$ cat config.mk
export PLATFORM = sky130hd
export DESIGN_NAME = fetch_stage
export DESIGN_NICKNAME = d
export VERILOG_FILES = /design/src/rtl/fetch_stage.sv
export SDC_FILE = /design/constraint.sdc
export NUM_CORES = 1
export LEC_CHECK = 0
export BUFFER_PORTS_ARGS = -buffer_cell sky130_fd_sc_hd__buf_2
export CAP_MARGIN = 15
export CORE_MARGIN = 1
export CORE_UTILIZATION = 52
export CTS_CLUSTER_DIAMETER = 40
export DETAILED_ROUTE_END_ITERATION = 6
export GPL_TIMING_DRIVEN = 0
export MAX_ROUTING_LAYER = met4
export PLACE_DENSITY = 0.86
export SLEW_MARGIN = 20
export SYNTH_ARGS = -nofsm -noshare
export SYNTH_HDL_FRONTEND = slang
export SYNTH_SLANG_ARGS = --single-unit
$ cat constraint.sdc
create_clock -name clk -period 5.01 [get_ports clk]
set_input_delay 1.002 -clock clk [delete_from_list [all_inputs] [get_ports clk]]
set_output_delay 1.002 -clock clk [all_outputs]
set_load 0.02 [all_outputs]
$ cat src/rtl/fetch_stage.sv
// ============================================================================
// fetch_stage
// ----------------------------------------------------------------------------
// Instruction-fetch stage of the 5-stage RISC-V pipeline. Holds the fetch PC
// and the IF/ID pipeline register, drives the instruction-memory address and
// samples the zero-wait instruction memory in the same cycle.
//
// Optional feature macro: STALL_CNT_EN
//    When defined, adds the stall_cycles and flush_count statistic outputs.
//    When undefined, neither port exists and all other logic is unchanged.
//
// Parameters:
//    RESET_PC    PC value loaded on reset
//    IMEM_WORDS  instruction memory size in 32-bit words; fetches at or
//                beyond this word index are faults
//    NOP_INSTR   encoding injected into IF/ID on reset/flush/fault
//
// Ports:
//    clk               pipeline clock, all state updates on rising edge
//    rst               synchronous active-high reset, highest priority
//    PCWrite           1 = PC may advance, 0 = PC holds (stall)
//    IFIDWrite         1 = IF/ID may load, 0 = IF/ID holds (stall)
//    branch_taken      EX-stage redirect, overrides stalls, flushes IF/ID
//    branch_target     redirect PC from EX (low two bits ignored)
//    imem_rdata        combinational instruction-memory read data
//    imem_addr         byte address to instruction memory (equals pc)
//    pc                current fetch PC
//    IFID_pc           PC of the instruction held in IF/ID
//    IFID_instruction  instruction held in IF/ID
//    IFID_valid        1 = IF/ID holds a real fetched instruction
//    fetch_fault       sticky flag, set by an out-of-range fetch
//    stall_cycles      (STALL_CNT_EN) saturating count of PC stall edges
//    flush_count       (STALL_CNT_EN) saturating count of redirect edges
// ============================================================================
module fetch_stage #(
   parameter logic [31:0] RESET_PC   = 32'h0000_0000,
   parameter int unsigned IMEM_WORDS = 256,
   parameter logic [31:0] NOP_INSTR  = 32'h0000_0013
) (
   input  logic        clk,
   input  logic        rst,
   input  logic        PCWrite,
   input  logic        IFIDWrite,
   input  logic        branch_taken,
   input  logic [31:0] branch_target,
   input  logic [31:0] imem_rdata,
   output logic [31:0] imem_addr,
   output logic [31:0] pc,
   output logic [31:0] IFID_pc,
   output logic [31:0] IFID_instruction,
   output logic        IFID_valid,
   output logic        fetch_fault
`ifdef STALL_CNT_EN
   ,
   output logic [31:0] stall_cycles,
   output logic [15:0] flush_count
`endif
);

   // Memory size widened once so the range test is a plain 32-bit compare.
   localparam logic [31:0] IMEM_WORDS_W = 32'(IMEM_WORDS);

   logic [31:0] r_pc;
   logic [31:0] r_ifidPc;
   logic [31:0] r_ifidInstr;
   logic        r_ifidValid;
   logic        r_fetchFault;

   logic [31:0] w_wordIdx;
   logic        w_outOfRange;
   logic [31:0] w_redirectPc;
   logic [31:0] w_pcPlus4;
   logic [31:0] w_pcNext;

   // The memory is addressed directly by the fetch PC; data comes back in the
   // same cycle, so the address is simply the PC register.
   assign imem_addr        = r_pc;
   assign pc               = r_pc;
   assign IFID_pc          = r_ifidPc;
   assign IFID_instruction = r_ifidInstr;
   assign IFID_valid       = r_ifidValid;
   assign fetch_fault      = r_fetchFault;

   // Word index of the current fetch and whether it lies past the end of
   // instruction memory. The shift keeps every PC bit in the expression.
   always_comb begin
      w_wordIdx    = r_pc >> 2;
      w_outOfRange = (w_wordIdx >= IMEM_WORDS_W);
   end

   // Next-PC selection. A redirect is always word aligned by clearing the two
   // low bits of the EX target; sequential advance wraps naturally at 2^32.
   // A redirect overrides a PC stall, otherwise PCWrite gates the advance.
   always_comb begin
      w_redirectPc = branch_target & 32'hFFFF_FFFC;
      w_pcPlus4    = r_pc + 32'd4;
      w_pcNext     = r_pc;
      if (branch_taken) begin
         w_pcNext = w_redirectPc;
      end else if (PCWrite) begin
         w_pcNext = w_pcPlus4;
      end
   end

   // Fetch PC register. Reset beats everything, including a pending redirect.
   always_ff @(posedge clk) begin
      if (rst) begin
         r_pc <= RESET_PC;
      end else begin
         r_pc <= w_pcNext;
      end
   end

   // IF/ID pipeline register. A redirect squashes whatever was fetched into a
   // bubble with a zero PC. Otherwise IFIDWrite decides whether the register
   // loads; an out-of-range fetch still records its PC but loads a bubble so
   // the decoder never sees garbage from beyond the memory.
   always_ff @(posedge clk) begin
      if (rst) begin
         r_ifidPc    <= 32'h0000_0000;
         r_ifidInstr <= NOP_INSTR;
         r_ifidValid <= 1'b0;
      end else if (branch_taken) begin
         r_ifidPc    <= 32'h0000_0000;
         r_ifidInstr <= NOP_INSTR;
         r_ifidValid <= 1'b0;
      end else if (IFIDWrite) begin
         r_ifidPc <= r_pc;
         if (w_outOfRange) begin
            r_ifidInstr <= NOP_INSTR;
            r_ifidValid <= 1'b0;
         end else begin
            r_ifidInstr <= imem_rdata;
            r_ifidValid <= 1'b1;
         end
      end
   end

   // Sticky fault flag. It is raised only when an out-of-range fetch is
   // actually captured into IF/ID (not on a redirect edge) and is cleared by
   // reset alone. It deliberately has no effect on PC advance.
   always_ff @(posedge clk) begin
      if (rst) begin
         r_fetchFault <= 1'b0;
      end else if (!branch_taken && IFIDWrite && w_outOfRange) begin
         r_fetchFault <= 1'b1;
      end
   end

`ifdef STALL_CNT_EN
   logic [31:0] r_stallCycles;
   logic [15:0] r_flushCount;

   assign stall_cycles = r_stallCycles;
   assign flush_count  = r_flushCount;

   // Performance counters. A stall edge is one where the PC is held and no
   // redirect is in progress; a flush edge is any redirect edge. Both counters
   // stick at their maximum rather than wrapping.
   always_ff @(posedge clk) begin
      if (rst) begin
         r_stallCycles <= 32'h0000_0000;
         r_flushCount  <= 16'h0000;
      end else begin
         if (!PCWrite && !branch_taken && (r_stallCycles != 32'hFFFF_FFFF)) begin
            r_stallCycles <= r_stallCycles + 32'd1;
         end
         if (branch_taken && (r_flushCount != 16'hFFFF)) begin
            r_flushCount <= r_flushCount + 16'd1;
         end
      end
   end
`endif

endmodule

==> flow_metrics.tcl <==
set metrics [dict create \
    dieArea_sq_um 9400 \
    max-vdd-ir-drop_v 0.000187 \
    die_h_um 97.0 \
    syn_inst 579 \
    io_buffer_count 188 \
    dp_cells 880 \
    period_minus_slack_ps 2630 \
    power_leakage_nw 2.69 \
    worst_pin_slew_ps 819 \
    critPathMaxStageDelay_ps 380 \
    place_hpwl_mm 10.5 \
    setup_violations 0 \
    design_area_sq_um 5980 \
    grt_pass1_wl_mm 22.7 \
    final-hold-violation-count 0 \
    final_util_pct 68.5 \
    rr_worst_depth 6 \
    wl_per_cell_um 15.9 \
    clock_tree.buffer_depth 2 \
    rsz0062_at_grt "false" \
    ys_seq_elements 94 \
    power_density_nw_per_um2 269 \
    hold_class "flip-flop to flip-flop" \
    yosysWarnings 0 \
    worstPathArrival_ps 2870 \
    synth.top_cells.by_area "dfxtp_1 40%, mux2i_1 6.8%, nand2_1 6.5%, buf_4 5.8%, or3_1 4.7%" \
    synth_cell_types 55 \
    crit_fanout 10 \
    num_rows 34 \
    min-delay-start "fetch_fault" \
    slew_violations 0 \
    endpoint "IFID_pc[27]" \
    via_count 5062 \
    wl_mm 14.2 \
    synth.avg_cell_area_sq_um 8.10 \
    synth_edf_count 0 \
    start_util_pct 53.8 \
    via_per_inst 5.66 \
    postCtsHoldBufs 0 \
    yosys.area.top_type_share_pct 40.1 \
    cts_setup_buffers 0 \
    crit_top_cell "buf_1" \
    ant_nets 0 \
    cts_root_buf "clkbuf_8" \
    seq_area_sq_um 1880 \
    timing.hold.ws_ps 455 \
    multi_input_area_sq_um 2320 \
    cp.required_ps 5250 \
    synthArstFlopShare_pct 0 \
    drt_iter0_drc 330 \
    io_pins 199 \
    drc 0 \
    place_congestion 0.898 \
    r2r_start "imem_addr[2]" \
    nFillCells 726 \
    cts_buffers 9 \
    h-tree-depth 3 \
    core_sq_um 8720 \
    grt_overflow 0 \
    grt_max_degree 16 \
    synth_common_cells "94 x dfxtp_1, 81 x nand2_1, 55 x nor2_1, 43 x a21oi_1, 36 x buf_4" \
    synth_top_cell_by_area "dfxtp_1" \
    place_area_sq_um 5780 \
    rr_endpoint "imem_addr[26]" \
    crit_slowest_cell "clkinv_1" \
    drive_gt1_share_pct 32.6 \
    path_clk_slew_ps 90 \
    tritoncts "built" \
    syn2layout_area_growth_pct 27.5 \
    cts.sinks 94 \
    outcome "complete, no violations" \
    worstPathCellList "clkbuf_1, clkinv_1, nand2_1, buf_1, buf_1, nor2_1" \
    nets 854 \
    ys_seq_area_share_pct 40.1 \
    worstSetupPathType "input pin to flip-flop" \
    synth_ff_type "dfxtp_1" \
    yosysMostFrequentCell "dfxtp_1" \
    first_global_vias 4681 \
    instances_no_fill 894 \
    period_share_pct 52.4 \
    fmax_mhz 381 \
    endpoint_kind "flip-flop" \
    relSlewSlack_pct 45.0 \
    clk_latency_ps 370 \
    antenna_cells 0 \
    skew_ps 18.5 \
    track_usage_pct 30.3 \
    grt_antenna_before_repair 0 \
    cap_viol_max_count 0 \
    ctsResizeCount 0 \
    synthesis.area_sq_um 4690 \
    drt-pass1-iter-count 5 \
    startpoint "branch_taken" \
    die_w_um 97.0 \
    reg2reg_slack_ps 2610 \
    fin_setup_tns_ps 0 \
    start_kind "input pin" \
]
## worst min path at each step
stage	end	slack [ps]	cells after the start
after floorplan	fetch_fault	520	2
after global placement	fetch_fault	430	2
after detailed placement	fetch_fault	440	2
after CTS	fetch_fault	460	2
after global routing	IFID_instruction[19]	480	2
final	fetch_fault	450	2
## placed cells by master (no fill, tap or decap), types with 12 or more instances in the layout
cell type	instances
buf_2	194
dfxtp_1	94
or3_1	35
nor2_1	55
a21oi_1	43
nand4_1	13
nand2_1	81
nand3_1	17
buf_4	36
inv_1	12
buf_1	12
clkbuf_1	26
nor4_1	15
mux2i_1	32
## flip-flops by register name (all words and copies together) (netlist names)
name	count
IFID_instruction	32
imem_addr	30
fetch_fault	1
IFID_valid	1
IFID_pc	30
## critical path, delay by kind of cell
| family | cells | cell delay (ps) |
|---|---|---|
| simple gates | 2 | 400 |
| buf+inv | 4 | 1460 |
## cells by family (layout without fill, tap and decap cells)
family	count (synthesis)	count (layout)	share of synthesized area [%]
xor+xnor	11	11	2.06
other cells	1	6	0.0800
fa+ha+maj	2	2	0.534
compound gates	91	91	12.7
mux	32	32	6.83
buf+inv	95	297	10.7
simple gates	253	253	27.0
flops	94	94	40.1
## metal layers
| layer | vias up | GRT usage [%] | wire [um] |
|---|---|---|---|
| met5 | - | - | 0 |
| met4 | 0 | 11.4 | 395 |
| met3 | 41 | 4.91 | 1190 |
| met2 | 295 | 49.3 | 6780 |
| met1 | 2332 | 38.0 | 5830 |
| li1 | 2394 | - | - |
## through the flow
step | setup WS [ps] | total power [mW]
finish | 2380 | 1.61
detailed placement | 2080 | 1.11
global route | 2170 | 1.66
global placement | 2150 | 1.10
floorplan | 2580 | 1.00
CTS | 2450 | 1.61
## power breakdown
group | switching (mW) | internal, mW | total (mW) | leakage (nW)
Clock | 0.270 | 0.243 | 0.513 | 0.0988
Combinational | 0.172 | 0.113 | 0.285 | 1.83
Sequential | 0.0384 | 0.769 | 0.808 | 0.766
## cell type report
type                            count  share of cell area [%]
Clock inverter                      4                   0.942
Sequential cell                    94                    31.5
Inverter                           14                   0.879
Buffer                             81                    7.49
Clock buffer                       10                    2.30
Timing Repair Buffer              188                    15.7
Multi-Input combinational cell    395                    38.9
Tap cell                          108                    2.26
(Power assumes the default switching activity.)
